===== src/rtl/stepper_motor_ctrl.sv =====
// stepper_motor_ctrl: step sequencer with wave/full/half modes, divider and position count; STEPPER_MOTOR_CTRL_HOLD_EN keeps coils energised when idle
module stepper_motor_ctrl #(
  parameter int CNT_W = 16,
  parameter int DIV_W = 16,
  parameter int POS_W = 24
) (
  input  logic                    system1000,
  input  logic                    system1000_rst,
  input  logic                    cmd_valid,
  output logic                    cmd_ready,
  input  logic                    cmd_dir,
  input  logic [1:0]              cmd_mode,
  input  logic [CNT_W-1:0]        cmd_steps,
  input  logic [DIV_W-1:0]        cmd_period,
  input  logic                    abort,
  output logic [3:0]              coils,
  output logic                    busy,
  output logic                    done,
  output logic signed [POS_W-1:0] position
);
  typedef enum logic {IDLE, RUN} state_t;
  localparam logic [3:0] TBL [8] = '{4'b1000, 4'b1100, 4'b0100, 4'b0110,
                                     4'b0010, 4'b0011, 4'b0001, 4'b1001};
  state_t           state_q, state_d;
  logic [2:0]       idx_q, idx_d;
  logic [DIV_W-1:0] div_q, div_d, per_q, per_d;
  logic [CNT_W-1:0] rem_q, rem_d;
  logic [POS_W-1:0] pos_q, pos_d;
  logic             done_q, done_d, dir_q, dir_d, half_q, half_d;
`ifdef STEPPER_MOTOR_CTRL_HOLD_EN
  logic             en_q, en_d;
`endif
  // next state: accept in IDLE, count down the divider and step in RUN, abort wins over a step
  always_comb begin
    state_d = state_q;
    idx_d   = idx_q;
    div_d   = div_q;
    per_d   = per_q;
    rem_d   = rem_q;
    pos_d   = pos_q;
    dir_d   = dir_q;
    half_d  = half_q;
    done_d  = 1'b0;
`ifdef STEPPER_MOTOR_CTRL_HOLD_EN
    en_d    = en_q;
`endif
    if (state_q == IDLE) begin
      if (cmd_valid) begin
        idx_d  = cmd_mode == 2'b10 ? idx_q : {idx_q[2:1], cmd_mode[0]};
        half_d = cmd_mode == 2'b10;
        dir_d  = cmd_dir;
        rem_d  = cmd_steps;
        per_d  = cmd_period == '0 ? '0 : cmd_period - DIV_W'(1);
`ifdef STEPPER_MOTOR_CTRL_HOLD_EN
        en_d   = 1'b1;
`endif
        if (cmd_steps != '0) begin
          state_d = RUN;
          div_d   = per_d;
        end else begin
          done_d = 1'b1;
        end
      end
    end else if (abort) begin
      state_d = IDLE;
    end else if (div_q != '0) begin
      div_d = div_q - DIV_W'(1);
    end else begin
      idx_d = idx_q + (dir_q ? (half_q ? 3'd1 : 3'd2) : (half_q ? 3'd7 : 3'd6));
      pos_d = pos_q + (dir_q ? POS_W'(1) : {POS_W{1'b1}});
      rem_d = rem_q - CNT_W'(1);
      div_d = per_q;
      if (rem_q == CNT_W'(1)) begin
        state_d = IDLE;
        done_d  = 1'b1;
      end
    end
  end
  // state register with synchronous reset
  always_ff @(posedge system1000) begin
    if (system1000_rst) begin
      state_q <= IDLE;
      idx_q   <= '0;
      div_q   <= '0;
      per_q   <= '0;
      rem_q   <= '0;
      pos_q   <= '0;
      dir_q   <= 1'b0;
      half_q  <= 1'b0;
      done_q  <= 1'b0;
`ifdef STEPPER_MOTOR_CTRL_HOLD_EN
      en_q    <= 1'b0;
`endif
    end else begin
      state_q <= state_d;
      idx_q   <= idx_d;
      div_q   <= div_d;
      per_q   <= per_d;
      rem_q   <= rem_d;
      pos_q   <= pos_d;
      dir_q   <= dir_d;
      half_q  <= half_d;
      done_q  <= done_d;
`ifdef STEPPER_MOTOR_CTRL_HOLD_EN
      en_q    <= en_d;
`endif
    end
  end
  assign cmd_ready = state_q == IDLE;
  assign busy      = state_q == RUN;
  assign done      = done_q;
  assign position  = pos_q;
`ifdef STEPPER_MOTOR_CTRL_HOLD_EN
  assign coils = (state_q == RUN || en_q) ? TBL[idx_q] : 4'b0000;
`else
  assign coils = state_q == RUN ? TBL[idx_q] : 4'b0000;
`endif
endmodule


===== config.mk =====
export PLATFORM = sky130hd
export DESIGN_NAME = stepper_motor_ctrl
export DESIGN_NICKNAME = d
export VERILOG_FILES = /design/src/rtl/stepper_motor_ctrl.sv
export SDC_FILE = /design/constraint.sdc
export NUM_CORES = 1
export LEC_CHECK = 0
export ABC_AREA = 0
export ABC_CLOCK_PERIOD_IN_PS = 5400
export BUFFER_PORTS_ARGS = -buffer_cell sky130_fd_sc_hd__clkbuf_2
export CAP_MARGIN = 5
export CORE_MARGIN = 2
export CORE_UTILIZATION = 61
export DETAILED_ROUTE_END_ITERATION = 6
export HOLD_SLACK_MARGIN = 0.15
export PLACE_DENSITY = 0.84
export SLEW_MARGIN = 0
export SYNTH_ARGS = -nofsm -noshare
export SYNTH_HDL_FRONTEND = slang
export SYNTH_SLANG_ARGS = --single-unit

===== constraint.sdc =====
create_clock -name system1000 -period 5.4 [get_ports system1000]
set_input_delay 0.54 -clock system1000 [delete_from_list [all_inputs] [get_ports system1000]]
set_output_delay 0.54 -clock system1000 [all_outputs]
set_load 0.01 [all_outputs]

==> run metrics, run 1 <==
reg2reg path depth 5; Initial Util roughly 62%; complex-gate fraction of the synthesized area roughly 24%; status finished, final reports clean; Clock Skew 14.5 ps; Synth Area in XOR/XNOR 7.27%; initial antenna violation count 0; # IOs 70; Final Wtd Congestion around 0.94; critical path fanouts, max between 50 and 60; Mean Syn Cell Area between 7 and 8 um^2; Slowest cell on crit path dfxtp_2; Rel. slew slack 30.9%; Initial DRC Count 345; WP data arrival ~3900 ps; Layout Cells excl Fill roughly 880; Core Area 8680 um^2; Final #Nets between 800 and 900; crit path capture type register; fmax roughly 270 MHz; top_reg_cell synth dfxtp_1; Inst Count DP roughly 860; Cell Area, Synth 5420 um^2; sequential area share after synthesis 29.2%; Slew Limit Fails 0; largest net degree at the start of global routing a little under 60; Setup TNS 0 ps; share of the synthesized area in the top cell type just under 30%; Hold Buf Count CTS 0; layout cell share with drive strength beyond 1 between 10% and 20%; Mapped Nets a little under 800; Simple-Gate Fraction of Synth Area about a quarter; maxcap violations 0; Vias around 5,500; GRT overflow 0; mux contribution to synthesized area around 1.4%; Clock Path Buffers 2; reg-to-reg startpoint busy; crit-path cells inv_2 > nand2_1 > nand2_1 > a22oi_1 > nor2_1; Die ar. between 9000 and 10,000 um^2; Root Buffer clkbuf_8; reg2reg end rem_q[10]; synth warn 0; DR DRC count 0; most used cell, CP nand2_1; largest family of logic cells by synthesized area simple AND/OR/NAND/NOR gates; hold wc startpoint cmd_dir; CTS tree done; Global Route Usage Sum between 20 and 30%; dpl hpwl between 9000 and 10,000 um; H-tree depth 3; # setup viols final 0; largest area contributor in the netlist dfxtp_1; number of port buffers 69; max incr delay on CP slightly above 1000 ps; Adder-Cell Fraction of Synth Area about 7.4%; Worst-path clk slew 90 ps; Cell Pwr Density 269 nW/um^2; routed vias/inst roughly 6.3; Async SR Flop Fraction 0%; Hold Crit Class in -> reg; CTS buffer count 9; CP top delay family simple AND/OR/NAND/NOR gates; cell count after synthesis 721; Startpoint Class register; worst vdd ir ~0.16 mV; Tcrit/Tclk final roughly 70%; Critical path buffers and inverters 1; min cycle time layout between 3000 and 4000 ps; CP Class reg -> reg; drt first pass iters 5; Final Total Pwr roughly 1.6 mW; # Post-CTS Setup Buffers 0; Worst-Margin Slew around 1000 ps; WHS Path Cells 3; post-CTS resize count 0; ANT nets after route 0; Post-synth EDFFs 0; clock latency at the later pin of the worst-skew pair 350 ps; #FFs+latches synth 79; leakage between 2 and 2.5 nW; synth top area cells dfxtp_1 29%, a21oi_1 7.0%, ha_1 6.7%; die width around 98 um; Final Hold Viols 0; Diodes inserted 0; unrepaired setup endpoints after global routing no; clock sink total a little under 80; first-pass GRT wire length 23,500 um; vias in the first global route between 5,000 and 6,000; unique cell type count in the Yosys netlist 63; CP required around 5600 ps; Layout area overhead 11.0%; Rows 34; r2r setup slk around 1700 ps; Die Span Y just under 100 um; Routed WL 14,000 um; Hold Path Sink dir_q; fillers ~730; DR WL/cell roughly 16 um
cells in the mapped netlist, types with 4 or more instances:
cell / number
o31ai_1: 11
a22o_1: 7
nand3_1: 16
o21ai_0: 31
and3_1: 7
o22ai_1: 7
buf_1: 5
a31oi_1: 5
o211ai_1: 6
xor2_1: 21
clkbuf_1: 27
buf_2: 4
a211oi_1: 30
or4_1: 4
nor4_1: 8
nor2b_1: 9
nand3b_1: 5
o21a_1: 4
nor3_1: 43
xnor2_1: 24
inv_1: 14
or3_1: 12
nor2_1: 86
nand2_1: 85
a21o_1: 4
a21oi_1: 76
dfxtp_1: 79
ha_1: 29
mux2_2: 4
how the worst max path moves through the flow:
| stage | from | depth (start not counted) | end | slack [ps] |
|---|---|---|---|---|
| after floorplan | dir_q | 10 | position[23] | 2610 |
| after global placement | busy | 5 | rem_q[10] | 1900 |
| after detailed placement | busy | 5 | rem_q[2] | 1770 |
| after CTS | busy | 5 | rem_q[10] | 1740 |
| after global routing | busy | 5 | rem_q[2] | 1310 |
| final | busy | 5 | rem_q[10] | 1700 |
worst reg2reg max path: stages (launching register included):
cell and delay [ps]:
dfxtp_2 1010, inv_2 490, nand2_1 910, nand2_1 730, a22oi_1 350, nor2_1 60
metal layers:
layer	track usage [%]	vias up	share of wire [%]
li1	-	2696	-
met1	36.8	2620	43
met3	3.22	24	5.0
met4	9.91	0	1.8
met5	0	-	0
met2	50.7	182	50
layout make-up:
| class | instances | area [um^2] | area share (%) |
|---|---|---|---|
| timing repair buffer | 70 | 353 | 5.87 |
| multi-input combinational | 587 | 3610 | 60.0 |
| clock buffer | 11 | 151 | 2.52 |
| sequential | 79 | 1580 | 26.3 |
| tap | 108 | 135 | 2.25 |
| inverter | 15 | 56.3 | 0.937 |
| clock inverter | 5 | 128 | 2.12 |
cell usage in the layout (no fill, tap or decap), types with 5 or more instances in the layout:
| master | count |
|---|---|
| xnor2_1 | 24 |
| a211oi_1 | 30 |
| o211ai_1 | 6 |
| a31oi_1 | 5 |
| clkbuf_2 | 69 |
| o31ai_1 | 11 |
| nor4_1 | 8 |
| inv_1 | 14 |
| ha_1 | 29 |
| nand3b_1 | 5 |
| a21oi_1 | 76 |
| o22ai_1 | 7 |
| nor2b_1 | 9 |
| a22o_1 | 7 |
| nor2_1 | 86 |
| and3_1 | 7 |
| nand2_1 | 85 |
| nand3_1 | 16 |
| dfxtp_1 | 78 |
| o21ai_0 | 31 |
| clkbuf_8 | 11 |
| or3_1 | 12 |
| nor3_1 | 43 |
| xor2_1 | 21 |
state kept, by name (all words and copies together), names as in the netlist:
name	flops
per_q	16
div_q	16
idx_q	3
dir_q	1
position	24
rem_q	16
done	1
busy	1
half_q	1
kinds of logic (layout without fill, tap and decap cells):
logic type,Yosys count,in the layout
AOI/OAI and AO/OA,207,207
xor gates and xnor gates,45,45
adders and majority gates,31,31
buffers and inverters,55,101
DFF,79,79
muxes,7,7
and+or+nand+nor,297,297
per-stage QoR:
step	hold WS [ps]	cell area (um^2)	worst slack [ps]	util, %
after CTS	428	6010	1740	69.3
final	447	6010	1700	69.3
after global routing	447	6010	1310	69.3
after global placement	444	5730	1900	66.1
after floorplan	436	5420	2610	-
after detailed placement	447	5730	1770	66.1
report_power, final:
part	internal (mW)	switching [mW]	total, mW
Clock	0.380	0.224	0.603
Sequential	0.616	0.0418	0.658
Combinational	0.144	0.213	0.357
Total	1.14	0.478	1.62
Note: power is estimated with default switching activity, not from simulation.
==> run 2: changes to the inputs <==
Settings changed: ABC_CLOCK_PERIOD_IN_PS 5400 to 3400, CORE_UTILIZATION 61 to 53, PLACE_DENSITY 0.84 to 0.77.
Clock period 5.4 ns to 3.4 ns, I/O delays scaled along.
==> run 2 against run 1 <==
Non-clock buffer count rose by 11. Hold slack got worse by 220 ps. Critical endpoint is now position[16]. Largest power group unchanged. Global-route usage fell by 2.5 points.
==> run metrics, run 2 (synthesis results as in run 1) <==
# IOs 70; status finished, final reports clean; CTS buffer count 9; hold wc startpoint cmd_dir; Routed WL around 14,000 um; ANT nets after route 0; Rows 36; GRT overflow 0; Hold Buf Count CTS 0; r2r setup slk about 220 ps; die width approximately 110 um; max incr delay on CP approximately 620 ps; initial antenna violation count 0; DR WL/cell between 15 and 20 um; Slew Limit Fails 0; CTS tree done; CP required 3650 ps; Clock Skew approximately 16 ps; first-pass GRT wire length about 24,000 um; CP top delay family compound AO/OA/AOI/OAI gates; # Post-CTS Setup Buffers 0; Critical path buffers and inverters 1; reg-to-reg startpoint dir_q; Inst Count DP between 800 and 900; reg2reg end position[16]; Clock Path Buffers 2; Setup TNS 0 ps; Die Span Y approximately 110 um; WP data arrival ~3400 ps; crit-path cells inv_1 > ha_1 > a21oi_1 > o21ai_0 > a211oi_1 > o31ai_1 > a31oi_1 > xnor2_1 > a22o_1; clock power share a little over a third; leakage between 2 and 2.5 nW; Global Route Usage Sum about a quarter; sequential share of power 41.9%; Cell Pwr Density between 400 and 500 nW/um^2; Slowest cell on crit path o31ai_1; drt first pass iters 5; Final #Nets approximately 840; maxcap violations 0; routed vias/inst 6.05; Hold Path Sink dir_q; post-CTS resize count 0; Design Area, Final 6090 um^2; Final Wtd Congestion slightly above 0.9; DR DRC count 0; CP Class reg -> reg; commonest non-fill, non-tap cells in the layout 86 x nor2_1, 85 x nand2_1, 78 x dfxtp_1, 76 x a21oi_1, 69 x clkbuf_2; H-tree depth 3; clock sink total slightly below 80; Layout Cells excl Fill just over 900; Rel. slew slack 40.6%; Root Buffer clkbuf_8; Initial Util around 55%; worst vdd ir between 0.2 and 0.3 mV; # setup viols final 0; sw power ~0.75 mW; combinational share of power a little under a quarter; commonest non-fill, non-tap cell in the layout nor2_1; clock latency at the later pin of the worst-skew pair about 360 ps; switching part of the total a little under a third; largest net degree at the start of global routing 39; layout cell share with drive strength beyond 1 around 15%; number of port buffers 69; Power Internal between 1.5 and 2 mW; Layout area overhead 12.4%; unrepaired setup endpoints after global routing no; max reg flops 24; min cycle time layout roughly 3200 ps; placed cell area 5850 um^2; Startpoint Class register; Initial DRC Count 308; fillers between 800 and 900; Core Area 9860 um^2; Vias about 5,500; WHS Path Cells 3; fmax 314 MHz; Worst-Margin Slew 891 ps; Hold Crit Class in -> reg; Tcrit/Tclk final 93.5%; Final Hold Viols 0; vias in the first global route around 5,400; reg2reg path depth 9; Worst-path clk slew approximately 80 ps; Diodes inserted 0; dpl hpwl 10,100 um; critical path fanouts, max 20; crit path capture type register; Die ar. 11,000 um^2
## run 2: cell count changes in the layout (fill, tap and decap cells not counted), sizes merged
cell,change
bufinv,-1
clkbuf,-1
buf,+11
clkinv,+2
## run 2: per-stage QoR
stage	hold slack [ps]	power (mW)	util [%]	worst slack [ps]
after floorplan	436	1.48	-	615
after global placement	444	1.60	59.3	412
after detailed placement	448	1.62	59.3	339
after CTS	217	2.48	61.8	292
after global routing	230	2.60	61.8	51.5
final	229	2.47	61.8	220
## run 2: power by group through the flow
stage | clock, mW | combinational [mW] | sequential [mW]
CTS | 0.872 | 0.571 | 1.04
detailed placement | 0 | 0.566 | 1.06
floorplan | 0 | 0.437 | 1.04
global route | 0.909 | 0.647 | 1.05
global placement | 0 | 0.550 | 1.05
finish | 0.861 | 0.575 | 1.04
## run 2: per-layer routing
metal | GRT usage (%) | up-vias | share of wire (%)
li1 | - | 2726 | -
met1 | 31.7 | 2588 | 42
met2 | 47.3 | 169 | 51
met3 | 4.68 | 24 | 5.2
met4 | 8.29 | 0 | 1.7
met5 | 0 | - | 0
## run 2: worst min-delay path, delay by kind of cell
family | cells | cell delay, ps
AOI/OAI and AO/OA | 1 | 50
buffers and inverters | 1 | 90
and+or+nand+nor | 1 | 50
## run 2: worst max-delay path by stage
| stage | start | slack, ps | cells after the start | to |
|---|---|---|---|---|
| global placement | dir_q | 410 | 9 | position[16] |
| floorplan | dir_q | 610 | 10 | position[23] |
| detailed placement | dir_q | 340 | 9 | position[16] |
| CTS | dir_q | 290 | 9 | position[16] |
| finish | dir_q | 220 | 9 | position[16] |
| global route | dir_q | 50 | 9 | position[23] |
## run 2: final cells by class
| type | instances | area (um^2) | share of cell area [%] |
|---|---|---|---|
| sequential | 79 | 1580 | 26.0 |
| multi-input combinational | 587 | 3610 | 59.2 |
| clock inverter | 6 | 108 | 1.77 |
| clock buffer | 10 | 138 | 2.26 |
| tap | 133 | 166 | 2.73 |
| inverter | 15 | 56.3 | 0.924 |
| timing repair buffer | 81 | 435 | 7.15 |
